**src/rtl/inverter_arb_pkg.sv**
```systemverilog
// Shared types and the grant-search helper for inverter_arbiter.
// Grant search: rotate the request vector by the pointer, find the first set bit, rotate back.
package inverter_arb_pkg;

  typedef enum logic [1:0] {
    IDLE  = 2'd0,
    ISSUE = 2'd1,
    RESP  = 2'd2
  } state_t;

  localparam int DEFAULT_WIDTH = 32;
  localparam int MAX_REQ       = 16;
  localparam int IDX_W         = 4;

  typedef struct packed {
    logic             found;
    logic [IDX_W-1:0] idx;
  } grant_t;

  function automatic grant_t rr_grant(input logic [MAX_REQ-1:0] valid,
                                      input logic [IDX_W-1:0]   ptr,
                                      input int                 n);
    logic [2*MAX_REQ-1:0] dbl;
    logic [2*MAX_REQ-1:0] rot;
    grant_t               g;
    int                   s;
    dbl = {{MAX_REQ{1'b0}}, valid} | ({{MAX_REQ{1'b0}}, valid} << n);
    rot = dbl >> ptr;
    g   = '0;
    // Scan downwards so the lowest rotated position wins.
    for (int i = MAX_REQ - 1; i >= 0; i--) begin
      if (i < n && rot[i]) begin
        s = i + int'(ptr);
        if (s >= n) s = s - n;
        g.found = 1'b1;
        g.idx   = IDX_W'(s);
      end
    end
    return g;
  endfunction

endpackage

```
**src/rtl/inverter.sv**
```systemverilog
// Shared bitwise-inversion IP core (b = ~a).
module inverter #(
  parameter int WIDTH = 32
) (
  input  logic [WIDTH-1:0] a,
  output logic [WIDTH-1:0] b
);
  assign b = ~a;
endmodule

```
**src/rtl/inverter_arbiter.sv**
```systemverilog
// Round-robin arbiter/sequencer sharing one inverter core among NUM_REQ requesters.
// Build option: define INVERTER_ARB_FIXED_PRIO_EN for fixed priority (lowest index wins).
module inverter_arbiter
  import inverter_arb_pkg::*;
#(
  parameter int NUM_REQ = 4,
  parameter int WIDTH   = DEFAULT_WIDTH
) (
  input  logic                     clk,
  input  logic                     rst,
  input  logic [NUM_REQ-1:0]       req_valid,
  input  logic [NUM_REQ*WIDTH-1:0] req_data,
  output logic [NUM_REQ-1:0]       req_ready,
  output logic [NUM_REQ-1:0]       resp_valid,
  output logic [WIDTH-1:0]         resp_data,
  input  logic [NUM_REQ-1:0]       resp_ready,
  output logic                     busy
);

  state_t             r_state;
  state_t             w_state_next;
  logic [IDX_W-1:0]   r_owner_q;
  logic [WIDTH-1:0]   r_op_q;
  logic [WIDTH-1:0]   r_res_q;
  logic [WIDTH-1:0]   w_inv;
  logic [WIDTH-1:0]   w_sel_data;
  logic [WIDTH-1:0]   w_masked [NUM_REQ];
  logic [MAX_REQ-1:0] w_valid_ext;
  logic [NUM_REQ-1:0] w_grant_oh;
  logic [NUM_REQ-1:0] w_owner_oh;
  logic [IDX_W-1:0]   w_ptr_search;
  grant_t             w_grant;
  logic               w_accept;
  logic               w_resp_done;

  genvar gi;
  generate
    for (gi = 0; gi < MAX_REQ; gi++) begin : g_valid_ext
      if (gi < NUM_REQ) begin : g_used
        assign w_valid_ext[gi] = req_valid[gi];
      end else begin : g_pad
        assign w_valid_ext[gi] = 1'b0;
      end
    end
    for (gi = 0; gi < NUM_REQ; gi++) begin : g_req
      assign w_grant_oh[gi] = w_grant.found && (w_grant.idx == IDX_W'(gi));
      assign w_owner_oh[gi] = (r_owner_q == IDX_W'(gi));
      assign w_masked[gi]   = req_data[gi*WIDTH +: WIDTH] & {WIDTH{w_grant_oh[gi]}};
    end
  endgenerate

  always_comb begin
    w_sel_data = '0;
    for (int i = 0; i < NUM_REQ; i++) w_sel_data = w_sel_data | w_masked[i];
  end

`ifdef INVERTER_ARB_FIXED_PRIO_EN
  assign w_ptr_search = '0;
`else
  logic [IDX_W-1:0] r_rr_ptr;
  logic [IDX_W-1:0] w_ptr_next;

  assign w_ptr_search = r_rr_ptr;
  assign w_ptr_next   = (w_grant.idx == IDX_W'(NUM_REQ - 1)) ? '0 : w_grant.idx + IDX_W'(1);

  // Pointer moves only on acceptance so idle cycles never skip a requester.
  always_ff @(posedge clk or posedge rst) begin
    if (rst)           r_rr_ptr <= '0;
    else if (w_accept) r_rr_ptr <= w_ptr_next;
  end
`endif

  assign w_grant     = rr_grant(w_valid_ext, w_ptr_search, NUM_REQ);
  assign w_resp_done = |(resp_ready & w_owner_oh);

  inverter #(.WIDTH(WIDTH)) u_inverter (
    .a (r_op_q),
    .b (w_inv)
  );

  always_ff @(posedge clk or posedge rst) begin
    if (rst) r_state <= IDLE;
    else     r_state <= w_state_next;
  end

  always_comb begin
    w_state_next = r_state;
    req_ready    = '0;
    resp_valid   = '0;
    w_accept     = 1'b0;
    case (r_state)
      IDLE: begin
        if (!rst && w_grant.found) begin
          req_ready    = w_grant_oh;
          w_accept     = 1'b1;
          w_state_next = ISSUE;
        end
      end
      ISSUE: w_state_next = RESP;
      RESP: begin
        resp_valid = w_owner_oh;
        if (w_resp_done) w_state_next = IDLE;
      end
      default: w_state_next = IDLE;
    endcase
  end

  always_ff @(posedge clk or posedge rst) begin
    if (rst) begin
      r_op_q    <= '0;
      r_owner_q <= '0;
      r_res_q   <= '0;
    end else begin
      if (w_accept) begin
        r_op_q    <= w_sel_data;
        r_owner_q <= w_grant.idx;
      end
      if (r_state == ISSUE) r_res_q <= w_inv;
    end
  end

  assign resp_data = r_res_q;
  assign busy      = (r_state != IDLE);

endmodule
```
**config.mk**
```make
export PLATFORM = sky130hd
export DESIGN_NAME = inverter_arbiter
export DESIGN_NICKNAME = d
export VERILOG_FILES = /design/src/rtl/inverter_arb_pkg.sv /design/src/rtl/inverter.sv /design/src/rtl/inverter_arbiter.sv
export SDC_FILE = /design/constraint.sdc
export NUM_CORES = 1
export LEC_CHECK = 0
export CORE_MARGIN = 5
export CORE_UTILIZATION = 51
export CTS_BUF_LIST = sky130_fd_sc_hd__clkbuf_4 sky130_fd_sc_hd__clkbuf_8
export DETAILED_ROUTE_END_ITERATION = 10
export DONT_BUFFER_PORTS = 1
export PLACE_DENSITY = 0.69
export SLEW_MARGIN = 20
export SYNTH_ARGS = -nofsm -noshare
export SYNTH_HDL_FRONTEND = slang
export SYNTH_SLANG_ARGS = --single-unit
```
**constraint.sdc**
```tcl
create_clock -name clk -period 3.5 [get_ports clk]
set_clock_uncertainty 0.15 [all_clocks]
set_input_delay 0.7 -clock clk [delete_from_list [all_inputs] [get_ports clk]]
set_output_delay 0.7 -clock clk [all_outputs]
set_load 0.01 [all_outputs]
```
==> results.cfg <==
[place]
portBuffers = 0
dp.cells = 523
gp_congestion = 0.952
dp_hpwl_um = 8180

[yosys]
synth_ff_type = dfrtp_1
ys_async_sr_fraction_pct = 100
synth-seq-area-share_pct = 44.9
synth.distinct_cells = 51
synth_area_um2 = 4130
avgSynthCellArea_um2 = 9.51
synth_area_leaders = dfrtp_1 (45%), a221oi_1 (7.0%), a22o_1 (7.0%)
netlist_instances = 434
synth_top_area_share_pct = 44.9
yosysWarningCount = 0
synth_edf_count = 0
synthMostInstantiatedCell = dfrtp_1
ys_ff_latch = 74
synth_nets = 588
synth_top_area_cell = dfrtp_1
netlist_top_cells_count = dfrtp_1 (74), nand2_1 (71), o21ai_0 (43)

[pwr]
power_density_nw_per_um2 = 378
power_leakage_nw = 2.09
ir_drop_mv = 0.206
finalPower_mw = 1.81

[finish]
antennaDiodeCount = 0
areaGrowthSynthToFinish_pct = 16.2
layout-drive-gt1-share_pct = 21.6
nets = 602
nFillCells = 683
final_cells = 555
finish.utilization_pct = 61.4

[global_routing]
grt.total_usage_pct = 21.8
grt_max_degree = 66
grt_pass1_wl_um = 17400
antenna_found_initial = 0
grt_pass1_vias = 3517
grt-ovfl-total = 0

[cts]
cts_buffers = 9
clock-sinks = 74
htree_levels = 3
root_buffer = clkbuf_8
cts_buffer_depth = 2
clock_latency_ns = 0.34
cts_tree = built
path_clk_slew_ns = 0.09

[critical_path]
end_kind = primary output
cp-start-kind = register
critPathKind = register to primary output
cp.arrival_ns = 2.72
cp.required_ns = 2.65
path_max_fanout = 5

[sta]
rsz0062_at_grt = yes
slew_viol_final = 0
period_needed_ns = 3.57
setup_viol = 4
post-route-period-util_pct = 102
worst_pin_slew_ns = 1.03
slew_headroom_pct = 31.1
timing.final.ws_setup_ns = -0.0735
hold_violations = 0
fmaxAchievable_ghz = 0.280
whs_ns = 0.119

[job]
max-cap-violations = 0

[die]
die_x_um = 100
io_pins = 179
core_um2 = 7810
die_h_um = 100
fp-row-count = 32
dieArea_um2 = 9990
start_util_pct = 52.9

[drt]
ant_nets = 0
drt_iter0_markers = 118
drt-total-wl_um = 11400
post_drt_via_cell_ratio = 6.29
wire_per_inst_um = 20.6
first_pass_iters = 4
vias = 3493
remaining_drc_errors = 0

[outcome]
status = finished, violations left
violations = setup timing

[worst_hold_path]
hold_path_class = primary input to async pin
final timing paths:
check | cells past startpoint | endpoint | slack [ns] | from
setup reg to reg | 11 | r_op_q[31] | 0.12 | r_rr_ptr[0]
hold / removal | 1 | r_owner_q[0] | 0.12 | rst
setup / recovery | 11 | req_ready[3] | -0.07 | r_rr_ptr[1]
min in group clk | 1 | resp_data[6] | 0.31 | r_op_q[6]
hold reg to reg | 1 | resp_data[6] | 0.31 | r_op_q[6]
max in group asynchronous | 2 | resp_data[26] | 2.47 | rst
cells by family after synthesis:
family	synth area share [%]
compound gates	28.1
xor+xnor	1.27
fa+ha+maj	4.85
buf+inv	4.97
flops	44.9
mux	3.21
simple gates	12.7
critical path: stages, from the launching register on:
cell and delay, ns:
dfrtp_2 0.49, ha_4 0.22, buf_4 0.14, a21oi_4 0.13
xnor2_2 0.10, ha_1 0.20, a22oi_2 0.17, nand3_2 0.12
a311oi_2 0.25, o32ai_2 0.14, nand3b_4 0.25, nor2_4 0.17
flip-flops by register name, indices dropped and copies added (netlist names):
signal     flops
resp_data     32
r_state        2
r_owner_q      4
r_rr_ptr       4
r_op_q        32
power by group:
group / internal, mW / switching, mW
sequential: 0.863 / 0.0105
combinational: 0.116 / 0.125
clock: 0.358 / 0.338
metal layers:
| layer | up-vias | GRT usage (%) | part of all wire [%] | routed length [um] |
|---|---|---|---|---|
| li1 | 1631 | - | - | - |
| met1 | 1707 | 27.3 | 42 | 4780 |
| met2 | 137 | 37.3 | 50 | 5760 |
| met3 | 18 | 4.03 | 5.8 | 663 |
| met4 | 0 | 8.51 | 1.9 | 216 |
| met5 | - | 0 | 0 | 0 |
placed cells by master (no fill, tap or decap), drive strengths merged, types with 10 or more instances in the layout:
master and count:
buf 38, a221oi 33, o21ai 69, nor2 17, inv 17, dfrtp 74
nand2 71, clkbuf 10, ha 16, a22o 33
metrics by stage:
step                      cell area [um2]  setup slack (ns)  setup TNS [ns]
final                                4790           -0.0735          -0.266
after global routing                 4790            -0.179          -0.676
after CTS                            4650           0.00130               0
after detailed placement             4280            0.0433               0
after global placement               4280            0.0898               0
after floorplan                      4130           0.00213               0
repair_timing:
item / in CTS / in global routing
hold buffers: 0 / 0
pin swaps: 4 / 10
buffers inserted: 8 / 8
endpoints found under the setup margin: 4 / 4
resized for setup: 25 / 16
area by class of cell:
| class | count | area (um2) | area share, % |
|---|---|---|---|
| repair buffers | 38 | 297 | 6.19 |
| flip-flops and latches | 74 | 1860 | 38.7 |
| well taps | 102 | 128 | 2.66 |
| clock inverters | 6 | 73.8 | 1.54 |
| clock buffers | 10 | 138 | 2.87 |
| multi-input cells | 309 | 2230 | 46.6 |
| inverters | 16 | 67.6 | 1.41 |
Note: power is estimated with default switching activity, not from simulation.
